## src/rtl/load_store_unit.sv

```systemverilog
// Load/store unit: checks alignment/range, drives a word-addressed data memory,
// and uses read-modify-write for byte and halfword stores.
module load_store_unit #(
    parameter int unsigned DMEM_BYTES = 4096
) (
    input  logic        clk,
    input  logic        rst,
    input  logic        req_valid,
    output logic        req_ready,
    input  logic        req_load,
    input  logic        req_store,
    input  logic [2:0]  req_func3,
    input  logic [31:0] req_addr,
    input  logic [31:0] req_wdata,
    output logic        rsp_valid,
    output logic [31:0] rsp_rdata,
    output logic        rsp_misaligned,
    output logic        rsp_fault,
    output logic        mem_read,
    output logic        mem_write,
    output logic [31:0] mem_addr,
    output logic [31:0] write_data,
    input  logic [31:0] read_data
);

    typedef enum logic [1:0] {StIdle, StLoad, StRmwRd, StWrite} state_e;

    state_e      state_q, state_d;
    logic [31:0] addr_q, addr_d;
    logic [31:0] wdata_q, wdata_d;
    logic [2:0]  func3_q, func3_d;
    logic [31:0] merge_q, merge_d;
    logic [31:0] mem_addr_q, mem_addr_d;
    logic        rsp_valid_q, rsp_valid_d;
    logic [31:0] rsp_rdata_q, rsp_rdata_d;
    logic        rsp_mis_q, rsp_mis_d;
    logic        rsp_fault_q, rsp_fault_d;

    logic        bad_type, bad_func3, bad_addr, is_fault, is_mis;
    logic [31:0] lane_byte_word;
    logic [15:0] lane_half;
    logic [31:0] load_ext;
    logic [31:0] merged;

    // Request classification; fault outranks misalignment.
    always_comb begin
        bad_type  = (req_load == req_store);
        bad_func3 = req_load ? (req_func3 == 3'd3 || req_func3 >= 3'd6) : (req_func3 >= 3'd3);
        bad_addr  = (req_addr >= DMEM_BYTES);
        is_fault  = bad_type || bad_func3 || bad_addr;
        is_mis    = (req_func3[1:0] == 2'd1 && req_addr[0]) ||
                    (req_func3[1:0] == 2'd2 && req_addr[1:0] != 2'b00);
    end

    always_comb begin
        lane_byte_word = read_data >> {addr_q[1:0], 3'b000};
        lane_half      = addr_q[1] ? read_data[31:16] : read_data[15:0];
        case (func3_q)
            3'd0:    load_ext = {{24{lane_byte_word[7]}}, lane_byte_word[7:0]};
            3'd1:    load_ext = {{16{lane_half[15]}}, lane_half};
            3'd4:    load_ext = {24'd0, lane_byte_word[7:0]};
            3'd5:    load_ext = {16'd0, lane_half};
            default: load_ext = read_data;
        endcase
    end

    always_comb begin
        merged = read_data;
        if (func3_q[0]) begin
            merged[{addr_q[1], 4'b0000} +: 16] = wdata_q[15:0];
        end else begin
            merged[{addr_q[1:0], 3'b000} +: 8] = wdata_q[7:0];
        end
    end

    always_comb begin
        state_d     = state_q;
        addr_d      = addr_q;
        wdata_d     = wdata_q;
        func3_d     = func3_q;
        merge_d     = merge_q;
        mem_addr_d  = mem_addr_q;
        rsp_valid_d = 1'b0;
        rsp_rdata_d = 32'd0;
        rsp_mis_d   = 1'b0;
        rsp_fault_d = 1'b0;

        unique case (state_q)
            StIdle: begin
                if (req_valid) begin
                    addr_d     = req_addr;
                    wdata_d    = req_wdata;
                    func3_d    = req_func3;
                    mem_addr_d = {req_addr[31:2], 2'b00};
                    if (is_fault) begin
                        rsp_valid_d = 1'b1;
                        rsp_fault_d = 1'b1;
                    end else if (is_mis) begin
                        rsp_valid_d = 1'b1;
                        rsp_mis_d   = 1'b1;
                    end else if (req_load) begin
                        state_d = StLoad;
                    end else if (req_func3[1]) begin
                        state_d = StWrite;
                    end else begin
                        state_d = StRmwRd;
                    end
                end
            end
            StLoad: begin
                rsp_valid_d = 1'b1;
                rsp_rdata_d = load_ext;
                state_d     = StIdle;
            end
            StRmwRd: begin
                merge_d = merged;
                state_d = StWrite;
            end
            StWrite: begin
                rsp_valid_d = 1'b1;
                state_d     = StIdle;
            end
            default: state_d = StIdle;
        endcase
    end

    always_ff @(posedge clk) begin
        if (rst) begin
            state_q     <= StIdle;
            addr_q      <= 32'd0;
            wdata_q     <= 32'd0;
            func3_q     <= 3'd0;
            merge_q     <= 32'd0;
            mem_addr_q  <= 32'd0;
            rsp_valid_q <= 1'b0;
            rsp_rdata_q <= 32'd0;
            rsp_mis_q   <= 1'b0;
            rsp_fault_q <= 1'b0;
        end else begin
            state_q     <= state_d;
            addr_q      <= addr_d;
            wdata_q     <= wdata_d;
            func3_q     <= func3_d;
            merge_q     <= merge_d;
            mem_addr_q  <= mem_addr_d;
            rsp_valid_q <= rsp_valid_d;
            rsp_rdata_q <= rsp_rdata_d;
            rsp_mis_q   <= rsp_mis_d;
            rsp_fault_q <= rsp_fault_d;
        end
    end

    // Memory strobes gated by rst so nothing commits on a reset edge.
    always_comb begin
        req_ready      = (state_q == StIdle);
        mem_read       = !rst && (state_q == StLoad || state_q == StRmwRd);
        mem_write      = !rst && (state_q == StWrite);
        mem_addr       = mem_addr_q;
        write_data     = (state_q == StWrite) ? (func3_q[1] ? wdata_q : merge_q) : 32'd0;
        rsp_valid      = rsp_valid_q;
        rsp_rdata      = rsp_rdata_q;
        rsp_misaligned = rsp_mis_q;
        rsp_fault      = rsp_fault_q;
    end

endmodule

```

## config.mk

```make
export PLATFORM = sky130hd
export DESIGN_NAME = load_store_unit
export DESIGN_NICKNAME = d
export VERILOG_FILES = /design/src/rtl/load_store_unit.sv
export SDC_FILE = /design/constraint.sdc
export NUM_CORES = 1
export LEC_CHECK = 0
export CAP_MARGIN = 20
export CORE_AREA = 2 2 115 161
export DETAILED_ROUTE_END_ITERATION = 6
export DIE_AREA = 0 0 117 163
export PLACE_DENSITY = 0.69
export REMOVE_ABC_BUFFERS = 1
export SETUP_SLACK_MARGIN = 0.2
export SYNTH_ARGS = -nofsm -noshare
export SYNTH_HDL_FRONTEND = slang
export SYNTH_SLANG_ARGS = --single-unit
```

## constraint.sdc

```tcl
create_clock -name clk -period 2.3 [get_ports clk]
set_clock_uncertainty 0.15 [all_clocks]
set_input_delay 0.46 -clock clk [delete_from_list [all_inputs] [get_ports clk]]
set_output_delay 0.46 -clock clk [all_outputs]
set_load 0.02 [all_outputs]
```

* Word level (Yosys, flattened, before mapping)
Cells that the tools add are included.
W data, S select, Z words.
** Word-level totals
- Bits in registers :: 136
- Logic and storage cells :: 74
- Output and inout bits :: 102
** Operators by class
- Bitwise gates (word level) :: 3
- Shift operators :: 5
- Reductions and logical operators :: 19
- Magnitude comparators :: 3
- Equal/unequal tests :: 13
- Add/sub/neg operators :: 2
- Muxes and demuxes :: 19
** Operators with widths (number)
- $pmux W32 S4 :: 1
- $mux W32 :: 3
- $bwmux W32 :: 2
- $ge A32 B13 Y1 const B :: 1
- $shift A16 B7 Y32 const A :: 1
- $shift A8 B7 Y32 const A :: 1
- $shiftx A16 B7 Y32 :: 1
- $shiftx A8 B7 Y32 :: 1
- $shr A32 B5 Y8 :: 1
- $mux W16 :: 1
- $neg A5 Y7 :: 2
- $mux W2 :: 4
- $eq A2 B2 Y1 const B :: 3
- $eq A3 B3 Y1 const B :: 2
- $mux W1 :: 6
- $ne A2 B2 Y1 const B :: 3
- $pmux W2 S3 :: 1
- $logic_or A1 B1 Y1 :: 5
- $eq A2 B1 Y1 const B :: 2
- $logic_and A1 B1 Y1 :: 4
- $reduce_or A2 Y1 :: 2
- $reduce_or A4 Y1 :: 1
- $eq A3 B1 Y1 const B :: 1
- $eq A3 B2 Y1 const B :: 1
- 12 further kinds :: 14

* Longest topological paths before layout
Gate-level depths: netlist of run 1.
- Depth after elaboration :: 8
- Mapped depth :: 9

* Worst setup path after synthesis of run 1
No wires, ideal clock.
- Kind :: reg2reg
- Start point :: register addr_q[1]
- End point :: register merge_q[19]
- Setup time :: 0.065 ns
- Arrival time :: 1.917 ns
- Required time :: 2.085 ns
- Slack :: 0.168 ns
- Buffers on the path :: 2
- Stages on the path, launching flop included :: 10
- Cell sequence :: dfxtp_1 > buf_2 > inv_1 > ha_1 > nor4bb_1 > clkbuf_1 > a221oi_1 > a21oi_1 > mux2i_1 > nor2_1
** On the way
- Longest elaborated chain between the ends :: 4
- Elaborated cells between the ends (all ways) :: 9
- Classes of those cells :: 2 x add/sub; 4 x shift; 3 x mux
** RTL lines
- start, declared :: line 29 : logic [31:0] addr_q, addr_d;
- start signal, assigned :: line 141 : addr_q <= addr_d;
- $neg A5 Y7, on equally long branches :: line 70, 72
- $shiftx A16 B7 Y32 (tied with other cells) :: line 70 : merged[{addr_q[1], 4'b0000} +: 16] = wdata_q[15:0];
- $bwmux W32, on equally long branches :: line 70, 72
- $mux W32 * :: line 69 : if (func3_q[0]) begin
- end signal, assigned :: line 144 : merge_q <= merge_d;
- end, declared :: line 32 : logic [31:0] merge_q, merge_d;
Every way passes the cells marked *; elsewhere a longest branch is shown, timed or not.
A chain may end at the register's enable or synchronous reset.

* Worst setup path in the final report of run 1
- Start point :: register func3_q[1]
- End point :: output write_data[25]
** On the way
- Longest elaborated chain between the ends :: 2
** RTL lines
- start, declared :: line 31 : logic [2:0] func3_q, func3_d;
- start signal, assigned :: line 143 : func3_q <= func3_d;
- $mux W32 (2 in series) :: line 159 : write_data = (state_q == StWrite) ? (func3_q[1] ? wdata_q : merge_q) : 32'd0;
- end, declared :: line 22 : output logic [31:0] write_data,
No other way between the ends.

==> results by group, run 1 <==
Status
  • Status: finished clean

Yosys
  • Yosys warnings: 0
  • Mean Syn Cell Area: 8.182 um^2
  • Ys async rst share: 0
  • Sequential-to-total area share from yosys stat: 0.4144
  • Synth Flop Type: dfxtp_1
  • EDFF count, synth: 0
  • Synth area leader: dfxtp_1
  • Post-Synthesis Cells: between 800 and 900
  • Largest cells by area after synthesis: dfxtp_1 (41%), mux2i_1 (13%), nand2_1 (10%)
  • Most frequent cell after synthesis: nand2_1
  • Post-Syn Area: between 0.006 and 0.007 mm^2
  • Post-synthesis cell type count: 40
  • Seq cells post-synth: ~140
  • Top cell type's share of synthesized area: 0.4144
  • Commonest cells in the synthesized netlist: nand2_1 (182), dfxtp_1 (136), a21oi_1 (114)

Power and ir drop
  • Power per cell area: ~1000 mW/mm^2
  • VDD IR max: 465.5 uV
  • Static Leakage: just under 4 nW

Routing
  • Drt pass-1 iters: 5
  • Vias: 6,551
  • Metal3 WL: between 1500 and 2000 um
  • Top layer in use: met4
  • Vias/cell: 5.150
  • DR WL/cell: 17.53 um
  • Metal1 wirelength: between 8000 and 9000 um
  • DR iter-0 viols: 437
  • Post-DRT Antenna Nets: 0
  • Met2 routed WL: around 11,000 um
  • Drt total wl: 22,300 um
  • DRC viols: 0

Floorplanning
  • DIE AREA: 0.01907 mm^2
  • Die Ht: ~160 um
  • Io pins: ~200
  • Starting Density: 0.3695
  • Cell Rows: 58
  • Die Wd: around 120 um
  • Core Area: between 0.015 and 0.02 mm^2

Placement
  • I/O Buffers: 203
  • GP Congestion: ~0.88
  • Pre-CTS setup slack: -0.3069 ns
  • Cells after DPL: between 1,000 and 1,500
  • Dpl hpwl: between 15,000 and 20,000 um

Worst hold path
  • Worst hold path class: in -> reg

Clock tree
  • Worst-path clk slew: 0.06 ns
  • CTS sink cnt: around 140
  • Total CTS buffers: 17
  • Worst-Skew Late Latency: 0.42 ns
  • H-tree depth: 4
  • Root buffer cell: clkbuf_16
  • Maximum clock path buffer count: 2
  • Hold_buf cts: 0
  • CTS tree: built

Timing
  • Final worst path period need: between 2 and 2.5 ns
  • FMAX: about 0.47 GHz
  • Rel. slew slack: 0.4558
  • Final hold vios: 0
  • RSZ-0062 raised after global routing: yes
  • Slew @ Worst Pin: between 0.8 and 0.9 ns
  • Final Slew Violations: 0
  • Final Setup Violations: 0
  • Final worst-path cycle share: 0.9228
  • Final WS setup: 0.1776 ns

Worst setup path
  • Arr. time, crit path: ~1.5 ns
  • CP startpoint kind: flip-flop
  • CP cell instances: buf_8 -> buf_12 -> mux2i_1 -> nor2b_1 -> buf_4
  • Top delay family on crit path: flip-flops
  • Worst EP required: around 1.7 ns
  • CP endpoint kind: primary output
  • CP max stage cell: dfxtp_4
  • Worst setup path category: reg -> out
  • Buf/Inv on CP: 3
  • Crit path max fanout: 7
  • Largest stage delay, worst path: between 0.4 and 0.5 ns

GRT
  • First-pass GRT wire length: approximately 33,000 um
  • Total gr overflow: 0
  • Tot GR Track Use: 0.2290
  • Vias in the first global route: between 6,000 and 7,000
  • Largest net degree at the start of global routing: 51
  • Initial antenna violation count: 2

Final layout
  • Final non-filler cell total: between 1,000 and 1,500
  • Area delta synth->final: 52.94%
  • # nets final: roughly 1,100
  • Share of post-route cells with drive strength above 1: 0.1553

Flow run
  • Max_cap viols: 0
logic make-up after synthesis:
logic type | count (synthesis) | share of synthesized area
buffers and inverters | 86 | 0.05142
AND/OR/NAND/NOR | 290 | 0.1923
XOR/XNOR | 2 | 0.002667
other | 1 | 0.0005708
adder cells (fa/ha/maj) | 9 | 0.01714
multiplexers | 88 | 0.1348
flip-flops | 136 | 0.4144
AO/OA/AOI/OAI | 191 | 0.1866
per-stage QoR:
stage               setup TNS [ns]  utilization  hold WS, ns  instance area, um^2  power [W]
CTS                              0       0.5544       0.1676                 9857   0.009896
global placement           -0.8947       0.5086       0.2921                 9042   0.006467
floorplan                   -97.95            -       0.2800                 6300   0.005063
global route                     0       0.5652       0.1827                10050    0.01050
finish                           0       0.5652       0.1763                10050    0.01000
detailed placement          -1.094       0.5086       0.2972                 9042   0.006512
worst paths after layout:
kind	start	endpoint	slack, ns	cells after the start
setup / recovery	func3_q[1]	write_data[25]	0.18	5
hold / removal	rst	wdata_q[24]	0.18	2
setup reg to reg	addr_q[1]	merge_q[23]	0.28	8
hold reg to reg	wdata_q[21]	wdata_q[21]	0.30	2
flip-flops by register name (all words and copies together) (netlist names):
signal,flops
rsp_misaligned,1
rsp_fault,1
wdata_q,32
addr_q,2
state_q,2
mem_addr,30
func3_q,3
rsp_rdata,32
rsp_valid,1
merge_q,32
report_power, final:
group | switching [W] | internal [W]
Combinational | 0.00197 | 0.00171
Clock | 0.00101 | 0.00218
Sequential | 0.000306 | 0.00283
cells in the final DEF, fill, tap and decap left out, drive strengths merged, types with 4 or more instances in the layout:
cell type / netlist / final
o221a: 7 / 7
mux2: 4 / 4
nor4: 4 / 4
mux2i: 84 / 84
a221oi: 33 / 33
a21oi: 114 / 114
inv: 17 / 17
bufinv: 0 / 6
a211oi: 8 / 8
dfxtp: 136 / 136
nor2: 56 / 56
o21ai: 8 / 8
buf: 17 / 92
dlymetal6s2s: 0 / 16
clkdlybuf4s50: 0 / 149
clkbuf: 52 / 25
a22oi: 7 / 7
ha: 9 / 9
a32oi: 7 / 7
nor2b: 35 / 35
nand2: 182 / 182
repair_timing:
action                     4_1_cts  5_1_grt
pin swaps                        5        8
buffers inserted                 7       10
gates resized for setup        145       50
gates cloned                     3        1
setup endpoints to repair       51       55
area by class of cell:
class	instances	area, um^2
Inverter	17	63.81
Fill cell	1609	7731
Multi-Input combinational cell	582	3612
Timing Repair Buffer	264	2645
Clock inverter	7	185.2
Tap cell	240	300.3
Sequential cell	136	2734
Clock buffer	24	503.0
Antenna cell	2	5.005
worst register-to-register path, delay by kind of cell (launching register included):
kind / cells / cell delay (ns)
adders and majority gates: 1 / 0.32
AOI/OAI and AO/OA: 2 / 0.31
and+or+nand+nor: 2 / 0.43
buffers and inverters: 2 / 0.29
muxes: 1 / 0.11
DFF: 1 / 0.36
metal layers:
layer | GRT usage | vias to the layer above
met5 | 0 | -
met4 | 0.1075 | 0
met3 | 0.04913 | 55
met2 | 0.3907 | 245
met1 | 0.2703 | 3045
li1 | - | 3206
(Power assumes the default switching activity.)
==> run 2, diff against run 1 <==
--- a/config.mk
+++ b/config.mk
@@ -10,7 +10,6 @@
 export DETAILED_ROUTE_END_ITERATION = 6
 export DIE_AREA = 0 0 117 163
 export PLACE_DENSITY = 0.69
-export REMOVE_ABC_BUFFERS = 1
 export SETUP_SLACK_MARGIN = 0.2
 export SYNTH_ARGS = -nofsm -noshare
 export SYNTH_HDL_FRONTEND = slang
==> constraint.sdc (replaced) <==
create_clock -name clk -period 1.9 [get_ports clk]
set_clock_uncertainty 0.15 [all_clocks]
set_input_delay 0.38 -clock clk [delete_from_list [all_inputs] [get_ports clk]]
set_output_delay 0.38 -clock clk [all_outputs]
set_load 0.02 [all_outputs]
==> run 2 against run 1 <==
Effect of this change: the run now ends with setup timing left; wire length increased by 9.2%; worst setup slack worse by 0.34 ns; non-clock buffer count grew 44; via count up 5.4%; die area did not move; critical path depth did not move; power grew 32%; design area grew 14%; combinational power increased by 62%; cell count grew 3.5%; hold slack worse by 0.12 ns; highest routed layer unchanged.
==> results by group, run 2 (synthesis results as in run 1) <==
Status
  • Status: complete, but fails checks (was finished clean)
  • Violated checks: setup timing

Clock tree
  • Root buffer cell: clkbuf_16 (unchanged)
  • CTS sink cnt: 136 (unchanged)
  • Worst-Skew Late Latency: 0.41 ns (was 0.42 ns)
  • CTS tree: built (unchanged)
  • Worst-path clk slew: 0.06 ns (about the same)
  • Maximum clock path buffer count: 2 (unchanged)
  • Total CTS buffers: 17 (unchanged)
  • Hold_buf cts: 0 (unchanged)
  • H-tree depth: 4 (unchanged)

Worst setup path
  • Worst R2R Path Depth: 8 (unchanged)
  • Worst EP required: 1.37 ns (was 1.69 ns)
  • Worst setup path category: reg -> out (unchanged)
  • R2R Setup Slk: -0.02 ns (was 0.28 ns)
  • Crit path max fanout: 6 (was 7)
  • CP startpoint kind: flip-flop (unchanged)
  • CP endpoint kind: primary output (unchanged)
  • Arr. time, crit path: 1.53 ns (was 1.51 ns)

GRT
  • Vias in the first global route: 6,540 (was 6,223)
  • Largest net degree at the start of global routing: 62 (was 51)
  • Initial antenna violation count: 1 (was 2)
  • Tot GR Track Use: 0.2319 (was 0.2290)
  • Total gr overflow: 0 (unchanged)
  • First-pass GRT wire length: 33,930 um (was 33,360 um)

Timing
  • Final Setup Violations: 35 (was 0)
  • Final worst path period need: 2.063 ns
  • FMAX: between 0.4 and 0.5 GHz
  • Final worst-path cycle share: 1.086
  • RSZ-0062 raised after global routing: yes (unchanged)
  • Final hold vios: 0 (unchanged)
  • Rel. slew slack: 0.6515 (was 0.4558)
  • Final Slew Violations: 0 (unchanged)
  • Setup TNS: -3.833 ns (was 0 ns)
  • Slew @ Worst Pin: 0.5228 ns (was 0.8147 ns)
  • Final WS setup: -0.1625 ns (was 0.1776 ns)

Floorplanning
  • Io pins: 206 (unchanged)
  • Cell Rows: 58 (unchanged)
  • Core Area: 0.01778 mm^2 (unchanged)
  • Die Ht: 163 um (unchanged)
  • DIE AREA: 0.01907 mm^2 (unchanged)
  • Die Wd: 117 um (unchanged)
  • Starting Density: 0.3695 (unchanged)

Routing
  • DR WL/cell: 18.49 um (was 17.53 um)
  • Vias: 6,902 (was 6,551)
  • DR iter-0 viols: 431 (was 437)
  • Vias/cell: 5.241 (was 5.150)
  • Drt total wl: 24,360 um (was 22,300 um)
  • Post-DRT Antenna Nets: 0 (unchanged)
  • Drt pass-1 iters: 6 (was 5)
  • DRC viols: 0 (unchanged)

Power and ir drop
  • Clk network pwr share: 0.260 (was 0.319)
  • Switching Share: 0.3623 (was 0.3284)
  • Internal: 0.008398 W (was 0.006718 W)
  • Switching power: 0.004771 W (was 0.003285 W)
  • Tot Pwr: 0.01317 W (was 0.01000 W)
  • Comb pwr share: 0.453 (was 0.368)
  • Register share of total power: 0.287 (was 0.313)
  • Static Leakage: 4.532 nW (was 3.880 nW)
  • VDD IR max: 627.0 uV (was 465.5 uV)
  • Power per cell area: 1154 mW/mm^2 (was 995.6 mW/mm^2)

Final layout
  • Final non-filler cell total: 1,317 (was 1,272)
  • Most common cell after layout, fill and taps aside: nand2_1 (unchanged)
  • Area delta synth->final: 73.64% (was 52.94%)
  • FF/Latch Area: 0.002740 mm^2 (was 0.002734 mm^2)
  • # fillers: 1,454 (was 1,609)
  • Share of post-route cells with drive strength above 1: 0.3662 (was 0.1553)
  • Area of the multi-input gates: 0.004611 mm^2 (was 0.003612 mm^2)
  • # nets final: 1,176 (was 1,131)
  • Most frequent cells in the layout: nand2_1 (142), dfxtp_1 (130), clkdlybuf4s50_1 (78), mux2i_1 (75), buf_4 (70) (was nand2_1 (181), clkdlybuf4s50_1 (149), dfxtp_1 (131), a21oi_1 (113), mux2i_1 (84))

Placement
  • Cells after DPL: 1,249 (was 1,218)
  • Dpl hpwl: 15,810 um (was 15,120 um)
  • I/O Buffers: 203 (unchanged)
  • GP Congestion: 0.9181 (was 0.8841)

Worst hold path
  • Hold depth: 3 (was 2)
  • Worst hold path class: in -> reg (unchanged)

Flow run
  • Max_cap viols: 0 (unchanged)
==> run 2: cell count changes in the layout (fill, tap and decap cells not counted), moves of 32 or more <==
cell	previous run	this run
clkdlybuf4s50_1	149	78
dlygate4sd2_1	3	68
a21oi_1	113	62
a21oi_2	1	51
nand2_1	181	142
a221oi_1	32	0
==> run 2: worst paths after layout <==
path                              startpoint             to
worst max-delay path              func3_q[1]  write_data[4]
worst min-delay path            req_addr[21]   mem_addr[21]
worst max register to register     addr_q[1]    merge_q[22]
worst min register to register  mem_addr[15]   mem_addr[15]
==> run 2: critical path, stage by stage, from the launching register on <==
cell and delay, ns:
dfxtp_4 0.44, buf_12 0.13, buf_16 0.11, mux2i_1 0.21, nor2b_1 0.07, buf_4 0.16
==> run 2: layout make-up <==
cell class	count	area share
Multi-Input combinational cell	583	0.4041
Timing Repair Buffer	308	0.2684
Sequential cell	136	0.2402
Clock buffer	20	0.04091
Tap cell	240	0.02632
Clock inverter	12	0.01294
Inverter	17	0.006909
Antenna cell	1	0.0002193
==> run 2: what timing repair did <==
item | CTS | global route
gates resized for setup | 371 | 199
pin swaps | 37 | 70
gates cloned | 5 | 10
buffers inserted | 16 | 4
endpoints found under the setup margin | 193 | 139
==> run 2: power groups by stage <==
stage	Clock, W	Sequential [W]	Combinational (W)
floorplan	0	0.00401	0.00238
global placement	0	0.00376	0.00436
detailed placement	0	0.00378	0.00440
CTS	0.00349	0.00376	0.00497
global route	0.00361	0.00385	0.00633
finish	0.00342	0.00378	0.00597
==> run 2: layer usage <==
| metal | global-route usage | routed length (um) | up-vias |
|---|---|---|---|
| met5 | 0 | 0 | - |
| met1 | 0.2649 | 9397 | 3283 |
| met2 | 0.4044 | 12690 | 239 |
| met3 | 0.05061 | 1188 | 71 |
| li1 | - | - | 3309 |
| met4 | 0.1096 | 1083 | 0 |
==> run 2: through the flow <==
stage	setup WS [ns]	hold slack [ns]	utilization	area [um^2]
3_5_place_dp	-0.6547	0.2960	0.5309	9439
3_3_place_gp	-0.6041	0.2910	0.5309	9439
4_1_cts	-0.1933	0.02848	0.5947	10570
6_report	-0.1625	0.05257	0.6417	11410
2_1_floorplan	-0.009967	0.2860	-	6773
5_1_grt	-0.2279	0.03172	0.6417	11410
